File: src/rtl/pwm_clkdiv_multi.sv
// Multi-channel programmable clock divider feeding the PWM carrier counters.
// Each channel divides clk by 2*(D+1), emits a one-cycle enable every D+1 cycles, and defers reloads to its terminal count.
module pwm_clkdiv_multi #(
  parameter int NCH       = 8,
  parameter int DIV_WIDTH = 16
) (
  input  logic                     clk,
  input  logic                     reset,
  input  logic [NCH*DIV_WIDTH-1:0] divider,
  input  logic [NCH-1:0]           load,
  input  logic [NCH-1:0]           ch_enable,
  input  logic [NCH-1:0]           bypass,
  input  logic                     sync_start,
  output logic [NCH-1:0]           div_clk,
  output logic [NCH-1:0]           div_ce,
  output logic [NCH-1:0]           pending
);

  genvar gi;
  generate
    for (gi = 0; gi < NCH; gi++) begin : g_ch
      logic [DIV_WIDTH-1:0] cnt_reg;
      logic [DIV_WIDTH-1:0] div_act_reg;
      logic [DIV_WIDTH-1:0] shadow_reg;
      logic [DIV_WIDTH-1:0] div_new;
      logic                 pending_reg;
      logic                 div_clk_reg;
      logic                 div_ce_reg;
      logic                 running;
      logic                 tc;
      logic                 restart;

      assign div_new = divider[gi*DIV_WIDTH +: DIV_WIDTH];
      assign running = ch_enable[gi] & ~bypass[gi];
      // tc is checked before the increment, so cnt never wraps even at D = all-ones.
      assign tc      = running & (cnt_reg == div_act_reg);
      assign restart = sync_start | tc;

      always_ff @(posedge clk or negedge reset) begin
        if (!reset) begin
          cnt_reg     <= '0;
          div_act_reg <= '0;
          shadow_reg  <= '0;
          pending_reg <= 1'b0;
          div_clk_reg <= 1'b0;
          div_ce_reg  <= 1'b0;
        end else if (!running) begin
          // Stopped or bypassed: no glitch to protect, so loads apply immediately.
          cnt_reg     <= '0;
          div_clk_reg <= 1'b0;
          div_ce_reg  <= 1'b0;
          if (load[gi]) begin
            div_act_reg <= div_new;
            pending_reg <= 1'b0;
          end
        end else if (restart) begin
          cnt_reg     <= '0;
          div_clk_reg <= sync_start ? 1'b0 : ~div_clk_reg;
          div_ce_reg  <= ~sync_start;
          if (load[gi]) begin
            div_act_reg <= div_new;
            pending_reg <= 1'b0;
          end else if (pending_reg) begin
            div_act_reg <= shadow_reg;
            pending_reg <= 1'b0;
          end
        end else begin
          cnt_reg    <= cnt_reg + 1'b1;
          div_ce_reg <= 1'b0;
          if (load[gi]) begin
            shadow_reg  <= div_new;
            pending_reg <= 1'b1;
          end
        end
      end

      assign div_clk[gi] = bypass[gi] ? (ch_enable[gi] & clk) : div_clk_reg;
      assign div_ce[gi]  = bypass[gi] ? ch_enable[gi] : div_ce_reg;
      assign pending[gi] = pending_reg;
    end
  endgenerate

endmodule
File: config.mk
export PLATFORM = sky130hd
export DESIGN_NAME = pwm_clkdiv_multi
export DESIGN_NICKNAME = d
export VERILOG_FILES = /design/src/rtl/pwm_clkdiv_multi.sv
export SDC_FILE = /design/constraint.sdc
export NUM_CORES = 1
export LEC_CHECK = 0
export BUFFER_PORTS_ARGS = -buffer_cell sky130_fd_sc_hd__buf_4
export CAP_MARGIN = 20
export CORE_UTILIZATION = 55
export CTS_CLUSTER_SIZE = 25
export DETAILED_ROUTE_END_ITERATION = 16
export GPL_TIMING_DRIVEN = 0
export HOLD_SLACK_MARGIN = 0.05
export PLACE_DENSITY = 0.74
export SYNTH_ARGS = -nofsm -noshare
export SYNTH_HDL_FRONTEND = slang
export SYNTH_SLANG_ARGS = --single-unit
export TNS_END_PERCENT = 5
File: constraint.sdc
create_clock -name clk -period 5.2 [get_ports clk]
set_clock_uncertainty 0.1 [all_clocks]
set_input_delay 0.52 -clock clk [delete_from_list [all_inputs] [get_ports clk]]
set_output_delay 0.52 -clock clk [all_outputs]
set_load 0.03 [all_outputs]
==> flow_metrics.env, run 1 <==
export IMPL_status="complete, no violations"
export IMPL_vias=19500
export IMPL_synth_commonest_cells="dfrtp_1 (408), nor2_1 (282), mux2i_1 (224)"
export IMPL_nNetsFinal=2923
export IMPL_synth_seq_cells=408
export IMPL_pre_cts_slack_ns=1.48
export IMPL_rsz0062_at_grt="no"
export IMPL_ys_types=49
export IMPL_grt_pass1_vias=19900
export IMPL_leakage_nw=12.9
export IMPL_clk_pin_slew_ns=0.06
export IMPL_gp_congestion=0.890
export IMPL_cellPowerDensity_nw_per_um2=320
export IMPL_ys_top_cells_by_area="dfrtp_1 (43%), mux2i_1 (9.4%), xor2_1 (6.9%)"
export IMPL_drc=0
export IMPL_drv_slew=0
export IMPL_area_delta_synth_final_pct=22.7
export IMPL_hold_viol=0
export IMPL_critPathLaunchType="clock port"
export IMPL_hold_class="input port to flop"
export IMPL_setup_viol=0
export IMPL_die_y_um=210
export IMPL_cap_violations=0
export IMPL_die_area_um2=44200
export IMPL_clock_latency_ns=0.69
export IMPL_critPathKind="clock port to output port"
export IMPL_path_max_fanout=4
export IMPL_synth_top_area_frac=0.428
export IMPL_hpwl_mm=39.9
export IMPL_relSlewSlack=0.276
export IMPL_peakVddDrop_mv=0.280
export IMPL_avgSynthCellArea_um2=9.98
export IMPL_worst_pin_slew_ns=1.09
export IMPL_drt_wl_total_mm=59.1
export IMPL_grt_usage=0.275
export IMPL_tns_ns=0
export IMPL_finalInstanceArea_um2=29200
export IMPL_overflow=0
export IMPL_drtIter0Drc=1525
export IMPL_required_ns=4.58
export IMPL_worst_slack_ns=0.257
export IMPL_postSynthCellCount=2389
export IMPL_ant_nets=0
export IMPL_core_um2=42300
export IMPL_place_inst=3142
export IMPL_p_total_mw=9.36
export IMPL_synth_edff_count=0
export IMPL_fin_cells=3376
export IMPL_drive_above_1_share=0.176
export IMPL_vias_per_cell=5.77
export IMPL_antenna_found_initial=5
export IMPL_num_io_pins=179
export IMPL_drt_first_pass_iters=5
export IMPL_initial_core_util=0.563
export IMPL_synth_ff_type="dfrtp_1"
export IMPL_io_buffers=173
export IMPL_yosys_warnings=0
export IMPL_cts_tree="built"
export IMPL_post_dp_cell_area_um2=25900
export IMPL_route_detailed_wl_per_inst_um=17.5
export IMPL_seq_area_frac_synth=0.428
export IMPL_syn_num_nets=2552
export IMPL_yosysMostFrequentCell="dfrtp_1"
export IMPL_grt_pass1_wl_mm=98.7
export IMPL_netlist_area_um2=23800
export IMPL_die_w_um=210
export IMPL_num_rows=75
export IMPL_worstSetupEndpointType="output port"
export IMPL_synth_top_area_cell="dfrtp_1"
export IMPL_grt_max_degree=118
export IMPL_arrival_ns=4.32
export IMPL_synthArstFlopShare=1.00
[worst paths after layout]
kind / depth (start not counted) / slack (ns) / endpoint / startpoint
max: 12 / 0.26 / div_clk[2] / clk
min: 4 / 0.09 / g_ch[0].pending_reg / ch_enable[0]
max reg2reg: 6 / 2.45 / g_ch[4].cnt_reg[9] / g_ch[4].cnt_reg[5]
min reg2reg: 1 / 0.39 / g_ch[2].shadow_reg[15] / g_ch[2].shadow_reg[15]
max in group asynchronous: 4 / 3.20 / g_ch[5].div_act_reg[4] / reset
min in group asynchronous: 2 / 0.34 / g_ch[3].shadow_reg[13] / reset
[per-layer routing]
layer | vias to the layer above | track usage | share of wire
met2 | 575 | 0.446 | 0.48
met4 | 2 | 0.116 | 0.028
met1 | 9561 | 0.356 | 0.44
met3 | 135 | 0.0597 | 0.057
met5 | - | 0 | 0.00022
li1 | 9222 | - | -
[kinds of logic (layout without fill, tap and decap cells)]
logic type / count (synthesis) / in the layout / synth area share
DFF: 408 / 408 / 0.428
and+or+nand+nor: 1012 / 1012 / 0.216
buffers and inverters: 178 / 585 / 0.0349
other: 0 / 3 / 0
AOI/OAI and AO/OA: 183 / 183 / 0.0671
muxes: 362 / 362 / 0.162
xor gates and xnor gates: 238 / 238 / 0.0875
adders and majority gates: 8 / 8 / 0.00420
[layout by cell type, fill, tap and decap left out, types with 39 or more instances in the layout]
cell type,count
buf_2,39
clkbuf_16,60
dfrtp_1,408
o221ai_1,128
nand4_1,121
xor2_1,187
nand3_1,59
nand2_1,209
dlygate4sd3_1,137
buf_4,181
nor3_1,84
mux2i_1,224
clkbuf_1,76
mux2_2,104
nor2_1,282
xnor2_1,51
nand2b_1,129
[through the flow]
stage	hold slack [ns]	util
final	0.0912	0.691
after global routing	0.0994	0.691
after CTS	0.0547	0.691
after detailed placement	0.383	0.613
after global placement	0.373	0.611
after floorplan	0.124	-
[where the power goes]
part | switching (mW) | internal (mW) | leakage [nW]
sequential | 0.292 | 3.56 | 5.14
clock | 1.55 | 2.54 | 1.00
combinational | 0.708 | 0.707 | 6.75
total | 2.55 | 6.81 | 12.9
[area by class of cell]
| cell class | instances | area [um^2] |
|---|---|---|
| buffer | 141 | 693 |
| antenna | 3 | 7.51 |
| clock inverter | 21 | 272 |
| multi-input combinational | 1803 | 12800 |
| inverter | 36 | 135 |
| sequential | 408 | 10200 |
| fill | 3101 | 13100 |
| timing repair buffer | 305 | 2700 |
| tap | 577 | 722 |
| clock buffer | 82 | 1700 |
[worst max-delay path, stage by stage]
cell	delay, ns
clkbuf_16	0.13
clkbuf_16	0.14
clkbuf_16	0.14
clkbuf_16	0.14
clkbuf_16	0.14
clkbuf_16	0.13
clkbuf_16	0.14
clkbuf_16	0.15
clkbuf_16	0.16
nand3_1	0.07
o21ai_1	0.15
buf_4	0.23
[repair_timing]
item,in CTS,in global routing
setup buffers,0,0
endpoints found under the setup margin,3,0
hold buffers,137,0
endpoints found under the hold margin,225,0
resized for setup,1,0
Power figures use the tool's default switching activity.
==> run 2: changes to the inputs <==
Settings changed: CELL_PAD_IN_SITES_DETAIL_PLACEMENT set to 0, CELL_PAD_IN_SITES_GLOBAL_PLACEMENT set to 1, CORE_UTILIZATION 55 to 52, PLACE_DENSITY 0.74 to unset, PLACE_DENSITY_LB_ADDON set to 0.1.
==> run 2 against run 1 <==
Effect of this change:
- sequential share of layout area is 0.075 points higher
- die area is 5.7% higher
- first-iteration DRC count is 15% lower
- critical path type unchanged
- critical endpoint unchanged
- largest cell class unchanged
==> flow_metrics.env, run 2 (same netlist as run 1, synthesis figures left out) <==
export IMPL_layout_common_cells="dfrtp_1 (408), nor2_1 (282), mux2i_1 (224)"
export IMPL_rsz0062_at_grt="no"
export IMPL_hold_viol=0
export IMPL_fin_util=0.644
export IMPL_drt_first_pass_iters=6
export IMPL_drt_wl_total_mm=61.6
export IMPL_num_io_pins=179
export IMPL_vias_per_cell=5.70
export IMPL_io_buffers=173
export IMPL_leakage_nw=12.9
export IMPL_overflow=0
export IMPL_die_w_um=216
export IMPL_antenna_found_initial=10
export IMPL_critPathKind="clock port to output port"
export IMPL_core_um2=45300
export IMPL_initial_core_util=0.526
export IMPL_r2r_start="g_ch[4].div_act_reg[5]"
export IMPL_gp_congestion=0.836
export IMPL_cap_violations=0
export IMPL_nNetsFinal=2927
export IMPL_setup_viol=0
export IMPL_grt_usage=0.270
export IMPL_whs_ns=0.0860
export IMPL_clock_latency_ns=0.70
export IMPL_ant_nets=0
export IMPL_clk_pin_slew_ns=0.06
export IMPL_required_ns=4.58
export IMPL_worst_pin_slew_ns=0.837
export IMPL_critPathLaunchType="clock port"
export IMPL_drc=0
export IMPL_hpwl_mm=42.1
export IMPL_switchingPower_mw=2.58
export IMPL_p_total_mw=9.17
export IMPL_post_cts_setup_buffers=0
export IMPL_vias=19400
export IMPL_crit_start="clk"
export IMPL_drive_above_1_share=0.173
export IMPL_relSlewSlack=0.439
export IMPL_die_y_um=216
export IMPL_final_common_cell="dfrtp_1"
export IMPL_hold_class="input port to flop"
export IMPL_area_delta_synth_final_pct=22.4
export IMPL_seq_power_share=0.420
export IMPL_p_int_mw=6.60
export IMPL_hp_start="ch_enable[0]"
export IMPL_clkPwrFrac=0.425
export IMPL_grt_max_degree=118
export IMPL_tns_ns=0
export IMPL_die_area_um2=46700
export IMPL_cts_tree="built"
export IMPL_arrival_ns=4.42
export IMPL_drtIter0Drc=1294
export IMPL_switching_share=0.281
export IMPL_grt_pass1_wl_mm=102
export IMPL_status="complete, no violations"
export IMPL_path_max_fanout=4
export IMPL_drv_slew=0
export IMPL_num_rows=78
export IMPL_route_detailed_wl_per_inst_um=18.1
export IMPL_grt_pass1_vias=19800
export IMPL_peakVddDrop_mv=0.286
export IMPL_power_frac_comb=0.155
export IMPL_worstSetupEndpointType="output port"
export IMPL_cellPowerDensity_nw_per_um2=314
run 2: layer usage:
layer,global-route usage,vias up,part of all wire
met5,0,-,0.0014
met4,0.121,14,0.035
met3,0.0553,144,0.049
met2,0.425,509,0.47
met1,0.358,9490,0.45
li1,-,9273,-
run 2: power groups by stage:
stage / combinational, mW / sequential [mW] / clock [mW]
after floorplan: 0.929 / 3.81 / 0.0688
after global placement: 1.28 / 3.88 / 0.0948
after detailed placement: 1.33 / 3.90 / 0.0948
after CTS: 1.42 / 3.85 / 4.02
after global routing: 1.56 / 3.90 / 4.13
final: 1.42 / 3.85 / 3.90
run 2: final timing paths:
| path | endpoint | slack (ns) | cells past startpoint |
|---|---|---|---|
| setup / recovery | div_clk[2] | 0.16 | 13 |
| hold / removal | g_ch[0].pending_reg | 0.09 | 4 |
| setup reg to reg | g_ch[4].cnt_reg[11] | 2.45 | 6 |
| hold reg to reg | g_ch[5].shadow_reg[12] | 0.39 | 1 |
| max in group asynchronous | g_ch[0].shadow_reg[13] | 3.60 | 3 |
| min in group asynchronous | g_ch[3].shadow_reg[5] | 0.32 | 2 |
run 2: final cells by class:
type | count | area (um^2)
Multi-Input combinational cell | 1803 | 12800
Sequential cell | 408 | 10200
Buffer | 141 | 693
Tap cell | 600 | 751
Clock inverter | 10 | 57.6
Fill cell | 3697 | 16100
Antenna cell | 4 | 10.0
Clock buffer | 99 | 1810
Inverter | 36 | 135
Timing Repair Buffer | 306 | 2720
run 2: repair_timing:
| item | in CTS | in global routing |
|---|---|---|
| endpoints found under the hold margin | 217 | 0 |
| setup endpoints to repair | 8 | 0 |
| resized for setup | 1 | 0 |
| hold buffers | 137 | 0 |
run 2: critical path, stage by stage:
cell	delay (ns)
clkbuf_16	0.12
clkbuf_16	0.13
clkbuf_16	0.13
clkbuf_16	0.14
clkbuf_16	0.13
clkbuf_16	0.13
clkbuf_16	0.13
clkbuf_16	0.15
clkbuf_16	0.16
clkbuf_16	0.15
nand3_1	0.07
o21ai_1	0.14
buf_4	0.22
run 2: through the flow:
stage	cells	setup WS (ns)	area, um^2
finish	3407	0.163	29200
floorplan	2389	1.42	23800
global route	3406	0.0807	29200
detailed placement	3166	1.49	26000
global placement	3162	-0.782	25900
CTS	3403	0.0920	29200
